## src/rtl/adc128s022_emulator_pkg.sv

```systemverilog
// Shared constants, FSM state type and frame-word helper for the ADC128S022 SPI slave emulator.
package adc128s022_emulator_pkg;

  localparam int NUM_CH     = 8;
  localparam int DATA_W     = 12;
  localparam int FRAME_BITS = 16;
  localparam int ADDR_W     = 3;
  localparam int RCNT_W     = 5;
  localparam int CNT_W      = 16;
  localparam int ADDR_RISE2 = 3;
  localparam int ADDR_RISE1 = 4;
  localparam int ADDR_RISE0 = 5;

  typedef enum logic {
    IDLE   = 1'b0,
    ACTIVE = 1'b1
  } state_e;

  function automatic logic [FRAME_BITS-1:0] frame_word(input logic [DATA_W-1:0] sample);
    return {{(FRAME_BITS-DATA_W){1'b0}}, sample};
  endfunction

endpackage

```

## src/rtl/adc128s022_emulator_spi_edge_sync.sv

```systemverilog
// Synchronizer chain for one asynchronous SPI pin with single-clock rise/fall pulses.
module spi_edge_sync #(
  parameter int   SYNC_STAGES = 2,
  parameter logic RST_VAL     = 1'b1
) (
  input  logic clk_i,
  input  logic rst_ni,
  input  logic sig_i,
  output logic rise_o,
  output logic fall_o
);

  logic [SYNC_STAGES-1:0] chain_q;
  logic                   prev_q;

  always_ff @(posedge clk_i or negedge rst_ni) begin
    if (!rst_ni) begin
      chain_q <= {SYNC_STAGES{RST_VAL}};
      prev_q  <= RST_VAL;
    end else begin
      chain_q <= {chain_q[SYNC_STAGES-2:0], sig_i};
      prev_q  <= chain_q[SYNC_STAGES-1];
    end
  end

  assign rise_o = chain_q[SYNC_STAGES-1] & ~prev_q;
  assign fall_o = ~chain_q[SYNC_STAGES-1] & prev_q;

endmodule

```

## src/rtl/adc128s022_emulator.sv

```systemverilog
// ADC128S022 SPI slave emulator: 3-bit channel address in, {4'b0, sample} out MSB-first.
// Optional build macro ADC_EMU_PATTERN_EN adds pattern_sel for a synthetic {addr, frame count} sample.
module adc128s022_emulator
  import adc128s022_emulator_pkg::*;
#(
  parameter int SYNC_STAGES = 2
) (
  input  logic                     clk,
  input  logic                     rst_n,
  input  logic                     cs_n,
  input  logic                     sclk,
  input  logic                     din,
  output logic                     dout,
  output logic                     dout_oe,
  input  logic [NUM_CH*DATA_W-1:0] ch_data,
`ifdef ADC_EMU_PATTERN_EN
  input  logic                     pattern_sel,
`endif
  output logic                     frame_done,
  output logic [ADDR_W-1:0]        frame_addr,
  output logic [CNT_W-1:0]         frame_cnt,
  output logic                     abort_err
);

  logic cs_rise, cs_fall, sclk_rise, sclk_fall;
  logic [SYNC_STAGES-1:0] din_sync_q;
  logic                   din_s;

  spi_edge_sync #(.SYNC_STAGES(SYNC_STAGES), .RST_VAL(1'b1)) u_cs_sync (
    .clk_i (clk),
    .rst_ni(rst_n),
    .sig_i (cs_n),
    .rise_o(cs_rise),
    .fall_o(cs_fall)
  );

  spi_edge_sync #(.SYNC_STAGES(SYNC_STAGES), .RST_VAL(1'b1)) u_sclk_sync (
    .clk_i (clk),
    .rst_ni(rst_n),
    .sig_i (sclk),
    .rise_o(sclk_rise),
    .fall_o(sclk_fall)
  );

  // din gets the same depth so its synchronized value lines up with the sclk edge pulse
  always_ff @(posedge clk or negedge rst_n) begin
    if (!rst_n) din_sync_q <= '0;
    else        din_sync_q <= {din_sync_q[SYNC_STAGES-2:0], din};
  end
  assign din_s = din_sync_q[SYNC_STAGES-1];

  state_e                  state_q, state_d;
  logic [RCNT_W-1:0]       rcnt_q, rcnt_d, rcnt_inc;
  logic [FRAME_BITS-1:0]   shreg_q, shreg_d;
  logic                    dout_q, dout_d;
  logic                    dout_oe_q, dout_oe_d;
  logic [ADDR_W-1:0]       addr_reg_q, addr_reg_d;
  logic [ADDR_W-1:0]       addr_nxt_q, addr_nxt_d;
  logic [ADDR_W-1:0]       cur_addr_q, cur_addr_d;
  logic [ADDR_W-1:0]       frame_addr_q, frame_addr_d;
  logic [CNT_W-1:0]        frame_cnt_q, frame_cnt_d;
  logic                    frame_done_q, frame_done_d;
  logic                    abort_q, abort_d;
  logic [ADDR_W-1:0]       load_addr;
  logic [DATA_W-1:0]       load_sample;
  logic [FRAME_BITS-1:0]   load_word;
`ifdef ADC_EMU_PATTERN_EN
  logic [7:0]              load_cnt;
`endif

  always_ff @(posedge clk or negedge rst_n) begin
    if (!rst_n) state_q <= IDLE;
    else        state_q <= state_d;
  end

  always_comb begin
    state_d = state_q;
    case (state_q)
      IDLE:   if (cs_fall) state_d = ACTIVE;
      ACTIVE: if (cs_rise) state_d = IDLE;
    endcase
  end

  // A frame loads from addr_reg at cs_n fall, or from the just-received address at rise 16
  always_comb begin
    load_addr   = (state_q == IDLE) ? addr_reg_q : addr_nxt_q;
    load_sample = '0;
    for (int i = 0; i < NUM_CH; i++) begin
      if (load_addr == ADDR_W'(i)) load_sample = ch_data[i*DATA_W +: DATA_W];
    end
`ifdef ADC_EMU_PATTERN_EN
    load_cnt = (state_q == IDLE) ? frame_cnt_q[7:0] : frame_cnt_q[7:0] + 8'd1;
    if (pattern_sel) load_sample = {1'b0, load_addr, load_cnt};
`endif
    load_word = frame_word(load_sample);
  end

  assign rcnt_inc = rcnt_q + 5'd1;

  always_comb begin
    rcnt_d       = rcnt_q;
    shreg_d      = shreg_q;
    dout_d       = dout_q;
    dout_oe_d    = dout_oe_q;
    addr_reg_d   = addr_reg_q;
    addr_nxt_d   = addr_nxt_q;
    cur_addr_d   = cur_addr_q;
    frame_addr_d = frame_addr_q;
    frame_cnt_d  = frame_cnt_q;
    frame_done_d = 1'b0;
    abort_d      = 1'b0;
    case (state_q)
      IDLE: begin
        if (cs_fall) begin
          dout_d     = load_word[FRAME_BITS-1];
          shreg_d    = {load_word[FRAME_BITS-2:0], 1'b0};
          rcnt_d     = '0;
          dout_oe_d  = 1'b1;
          cur_addr_d = addr_reg_q;
        end
      end
      ACTIVE: begin
        if (cs_rise) begin
          dout_d    = 1'b0;
          dout_oe_d = 1'b0;
          rcnt_d    = '0;
          abort_d   = (rcnt_q != '0);
        end else if (sclk_rise) begin
          rcnt_d = rcnt_inc;
          if (rcnt_inc == RCNT_W'(ADDR_RISE2)) addr_nxt_d[2] = din_s;
          if (rcnt_inc == RCNT_W'(ADDR_RISE1)) addr_nxt_d[1] = din_s;
          if (rcnt_inc == RCNT_W'(ADDR_RISE0)) addr_nxt_d[0] = din_s;
          if (rcnt_inc == RCNT_W'(FRAME_BITS)) begin
            addr_reg_d   = addr_nxt_q;
            cur_addr_d   = addr_nxt_q;
            frame_addr_d = cur_addr_q;
            frame_cnt_d  = frame_cnt_q + 16'd1;
            frame_done_d = 1'b1;
            rcnt_d       = '0;
            shreg_d      = load_word;
          end
        end else if (sclk_fall) begin
          dout_d  = shreg_q[FRAME_BITS-1];
          shreg_d = {shreg_q[FRAME_BITS-2:0], 1'b0};
        end
      end
    endcase
  end

  always_ff @(posedge clk or negedge rst_n) begin
    if (!rst_n) begin
      rcnt_q       <= '0;
      shreg_q      <= '0;
      dout_q       <= 1'b0;
      dout_oe_q    <= 1'b0;
      addr_reg_q   <= '0;
      addr_nxt_q   <= '0;
      cur_addr_q   <= '0;
      frame_addr_q <= '0;
      frame_cnt_q  <= '0;
      frame_done_q <= 1'b0;
      abort_q      <= 1'b0;
    end else begin
      rcnt_q       <= rcnt_d;
      shreg_q      <= shreg_d;
      dout_q       <= dout_d;
      dout_oe_q    <= dout_oe_d;
      addr_reg_q   <= addr_reg_d;
      addr_nxt_q   <= addr_nxt_d;
      cur_addr_q   <= cur_addr_d;
      frame_addr_q <= frame_addr_d;
      frame_cnt_q  <= frame_cnt_d;
      frame_done_q <= frame_done_d;
      abort_q      <= abort_d;
    end
  end

  assign dout       = dout_q;
  assign dout_oe    = dout_oe_q;
  assign frame_done = frame_done_q;
  assign frame_addr = frame_addr_q;
  assign frame_cnt  = frame_cnt_q;
  assign abort_err  = abort_q;

endmodule
```

## config.mk

```make
export PLATFORM = sky130hd
export DESIGN_NAME = adc128s022_emulator
export DESIGN_NICKNAME = d
export VERILOG_FILES = /design/src/rtl/adc128s022_emulator_pkg.sv /design/src/rtl/adc128s022_emulator_spi_edge_sync.sv /design/src/rtl/adc128s022_emulator.sv
export SDC_FILE = /design/constraint.sdc
export NUM_CORES = 1
export LEC_CHECK = 0
export ABC_AREA = 1
export CAP_MARGIN = 0
export CORE_ASPECT_RATIO = 0.75
export CORE_MARGIN = 5
export CORE_UTILIZATION = 51
export DETAILED_ROUTE_END_ITERATION = 10
export PLACE_DENSITY = 0.87
export SLEW_MARGIN = 20
export SYNTH_ARGS = -nofsm -noshare
export SYNTH_HDL_FRONTEND = slang
export SYNTH_SLANG_ARGS = --single-unit
```

## constraint.sdc

```tcl
create_clock -name clk -period 5.8 [get_ports clk]
set_input_delay 0.87 -clock clk [delete_from_list [all_inputs] [get_ports clk]]
set_output_delay 0.87 -clock clk [all_outputs]
set_load 0.01 [all_outputs]
```

==> impl_metrics.tcl <==
set metrics [dict create \
    port_buffers 123 \
    vias_per_cell 5.425 \
    rows 27 \
    die_w_microns 111.3 \
    maxSlewHeadroom_pct 31.86 \
    worst_ep_required_time_ns 6.04 \
    min_delay_worst_endpoint "u_sclk_sync.chain_q[1]$_DFF_PN1_" \
    grt_pass1_vias 3885 \
    avgSynthCellArea_sq_um 7.656 \
    postSynthCellCount 513 \
    ant_nets 0 \
    hold_buffers 0 \
    fillers 573 \
    rsz0062_at_grt "no" \
    clock_sinks 62 \
    start_util_pct 52.85 \
    cts.clk_slew.worst_paths_ns 0.07 \
    ios 124 \
    fin_area_sq_um 5428 \
    path_max_fanout 18 \
    grt_pass1_wl_microns 18760 \
    layout_commonest_cell "clkdlybuf4s50_1" \
    clock-skew-final_ns 0.01049 \
    pwr-share-seq_pct 37.9 \
    vdd_drop_max_mv 0.1856 \
    pwr-share-comb_pct 26.6 \
    synth_top_family_by_area "simple AND/OR/NAND/NOR gates" \
    p_clk_share_pct 35.6 \
    hold_depth 0 \
    gp_congestion 0.9161 \
    coreArea_sq_um 7432 \
    hpwl_microns 8646 \
    p_sw_share_pct 30.48 \
    crit_arrival_ns 2.82 \
    final_max_slew_viol_count 0 \
    layout-drive-gt1-share_pct 11.18 \
    netlist.area_leader.share_pct 35.68 \
    vias 3993 \
    grt_start_max_net_pins 63 \
    ys_types 44 \
    yosysTopAreaCell "dfrtp_1" \
    r2r-end "shreg_q[8]$_DFFE_PN0P_" \
    cts_resized 0 \
    clock-root-buffer "clkbuf_8" \
    setup_viol 0 \
    period_share_pct 44.35 \
    reg2reg_depth 11 \
    cts_buffers 9 \
    p_leak_nw 2.460 \
    worstHoldStart "u_sclk_sync.chain_q[0]$_DFF_PN1_" \
    maxCapViolations 0 \
    drt_iter0_markers 386 \
    period_minus_slack_ns 2.572 \
    overflow 0 \
    syn2layout_area_growth_pct 38.20 \
    htreeDepth 3 \
    dpl_cell_area_sq_um 5159 \
    finalSetupTns_ns 0 \
    reg2reg_slack_ns 3.23 \
    dr.pass1.iters 5 \
    antenna_found_initial 0 \
    post-route-drc-count 0 \
    synth-xor-area-share_pct 3.759 \
    p_per_area_nw_per_um2 262.6 \
    fin_nets 737 \
    ys_ff_latch 62 \
    hold_path_class "flop to flop" \
    grt_usage_pct 23.95 \
    synth_fa_ha_area_share_pct 1.911 \
    die_area_sq_um 9574 \
    post_drt_wl_per_cell_microns 15.51 \
    start_kind "flop" \
    cts.path.max_buffers 2 \
    antennaDiodeCount 0 \
    crit_path_end_kind "flop" \
    cts_tree "done" \
    tightestPinTransition_ns 1.018 \
    muxShareOfSynthArea_pct 0 \
    yosysSeqAreaShare_pct 39.69 \
    wirelength_microns 11420 \
    hold_viol_final 0 \
    status "finished clean" \
    r2r-start "rcnt_q[1]$_DFFE_PN0P_" \
    internal-power_mw 0.9911 \
    synthSimpleGateAreaFrac_pct 38.26 \
    total_power_mw 1.426 \
    clock_latency_ns 0.35 \
    synth-compound-area-share_pct 6.690 \
    crit_type "flop to flop" \
    netlist_area_sq_um 3928 \
    die_y_microns 86 \
    yosysWarnings 0 \
    net-switching-power_mw 0.4345 \
    postCtsSetupBuffers 0 \
    fmax_ghz 0.3888 \
    synth_area_leaders "dfrtp_1 36%, nand2_1 11%, nand3_1 7.0%" \
    synth_fp_nets 620 \
    mostFrequentLayoutCells "122 x clkdlybuf4s50_1, 118 x nand2_1, 56 x dfrtp_1" \
]
-- routing by layer --
metal	vias to the layer above	share of wire (%)	global-route usage [%]
li1	1908	-	-
met1	1873	45	32.91
met2	193	46	38.04
met3	19	8.1	6.488
met4	0	1.4	5.525
met5	-	0	0
-- worst max-delay path by stage --
stage / endpoint / start / cells past startpoint / slack [ns]
final: shreg_q[8]$_DFFE_PN0P_ / rcnt_q[1]$_DFFE_PN0P_ / 11 / 3.23
after floorplan: shreg_q[4]$_DFFE_PN0P_ / rcnt_q[1]$_DFFE_PN0P_ / 13 / 3.91
after global routing: shreg_q[7]$_DFFE_PN0P_ / rcnt_q[1]$_DFFE_PN0P_ / 11 / 3.06
after CTS: shreg_q[8]$_DFFE_PN0P_ / rcnt_q[0]$_DFFE_PN0P_ / 11 / 3.26
after global placement: shreg_q[8]$_DFFE_PN0P_ / rcnt_q[1]$_DFFE_PN0P_ / 11 / 3.40
after detailed placement: shreg_q[8]$_DFFE_PN0P_ / rcnt_q[0]$_DFFE_PN0P_ / 11 / 3.30
-- flip-flops by register name (all words and copies together), names as in the netlist, 2 cells and up --
register / cells
din_sync_q: 2
u_sclk_sync.chain_q: 2
rcnt_q: 5
addr_reg_q: 3
addr_nxt_q: 3
frame_cnt: 16
frame_addr: 3
u_cs_sync.chain_q: 2
cur_addr_q: 3
shreg_q: 16
-- power by group through the flow --
stage               combinational, mW  clock, mW  sequential (mW)
floorplan                       0.240          0            0.535
global placement                0.361          0            0.542
detailed placement              0.372          0            0.544
CTS                             0.374      0.514            0.537
global route                    0.418      0.539            0.546
finish                          0.379      0.507            0.540
-- metrics by stage --
| step | worst slack [ns] | hold slack (ns) | instances | utilization (%) |
|---|---|---|---|---|
| after global routing | 3.063 | 0.3645 | 736 | 73.03 |
| after global placement | 3.398 | 0.3374 | 720 | 69.41 |
| after floorplan | 3.907 | 0.3312 | 513 | - |
| after detailed placement | 3.297 | 0.3457 | 720 | 69.41 |
| after CTS | 3.260 | 0.3603 | 736 | 73.03 |
| final | 3.228 | 0.3589 | 736 | 73.03 |
-- cell families (layout without fill, tap and decap cells) --
| group | count (synthesis) | after routing |
|---|---|---|
| buffers and inverters | 83 | 205 |
| and+or+nand+nor | 299 | 299 |
| xor gates and xnor gates | 16 | 16 |
| AOI/OAI and AO/OA | 47 | 47 |
| adders and majority gates | 6 | 6 |
| DFF | 62 | 62 |
-- cell usage after synthesis (all sizes together) --
master and n:
nor4 1, xor2 14, xnor2 2, a41oi 1, and2 1, nand2 130
nand4 38, a21oi 18, nand3b 1, clkinv 1, o31ai 1, or2 12
dfstp 6, nor4b 1, ha 6, o22ai 2, buf 16, dfrtp 56
inv 64, clkbuf 2, o21ai 22, nor2 51, o211ai 1, nand3 56
o21bai 2, and3 1, nor3 7
-- area by class of cell --
| cell class | count | area, sq um | share of cell area (%) |
|---|---|---|---|
| Clock inverter | 7 | 145.1 | 2.674 |
| Multi-Input combinational cell | 368 | 1988 | 36.63 |
| Inverter | 65 | 251.5 | 4.633 |
| Sequential cell | 62 | 1559 | 28.72 |
| Tap cell | 101 | 126.4 | 2.328 |
| Timing Repair Buffer | 124 | 1234 | 22.73 |
| Clock buffer | 9 | 123.9 | 2.282 |
-- worst max-delay path: stages (launching register included) --
cell and delay [ns]:
dfrtp_1 0.42, ha_1 0.23, nand2_1 0.09, inv_2 0.04, nand2_1 0.06, xor2_1 0.21
nor2_2 0.10, o21ai_2 0.59, inv_2 0.28, or2_2 0.35, nand2_1 0.07, inv_1 0.04
(Power assumes the default switching activity.)
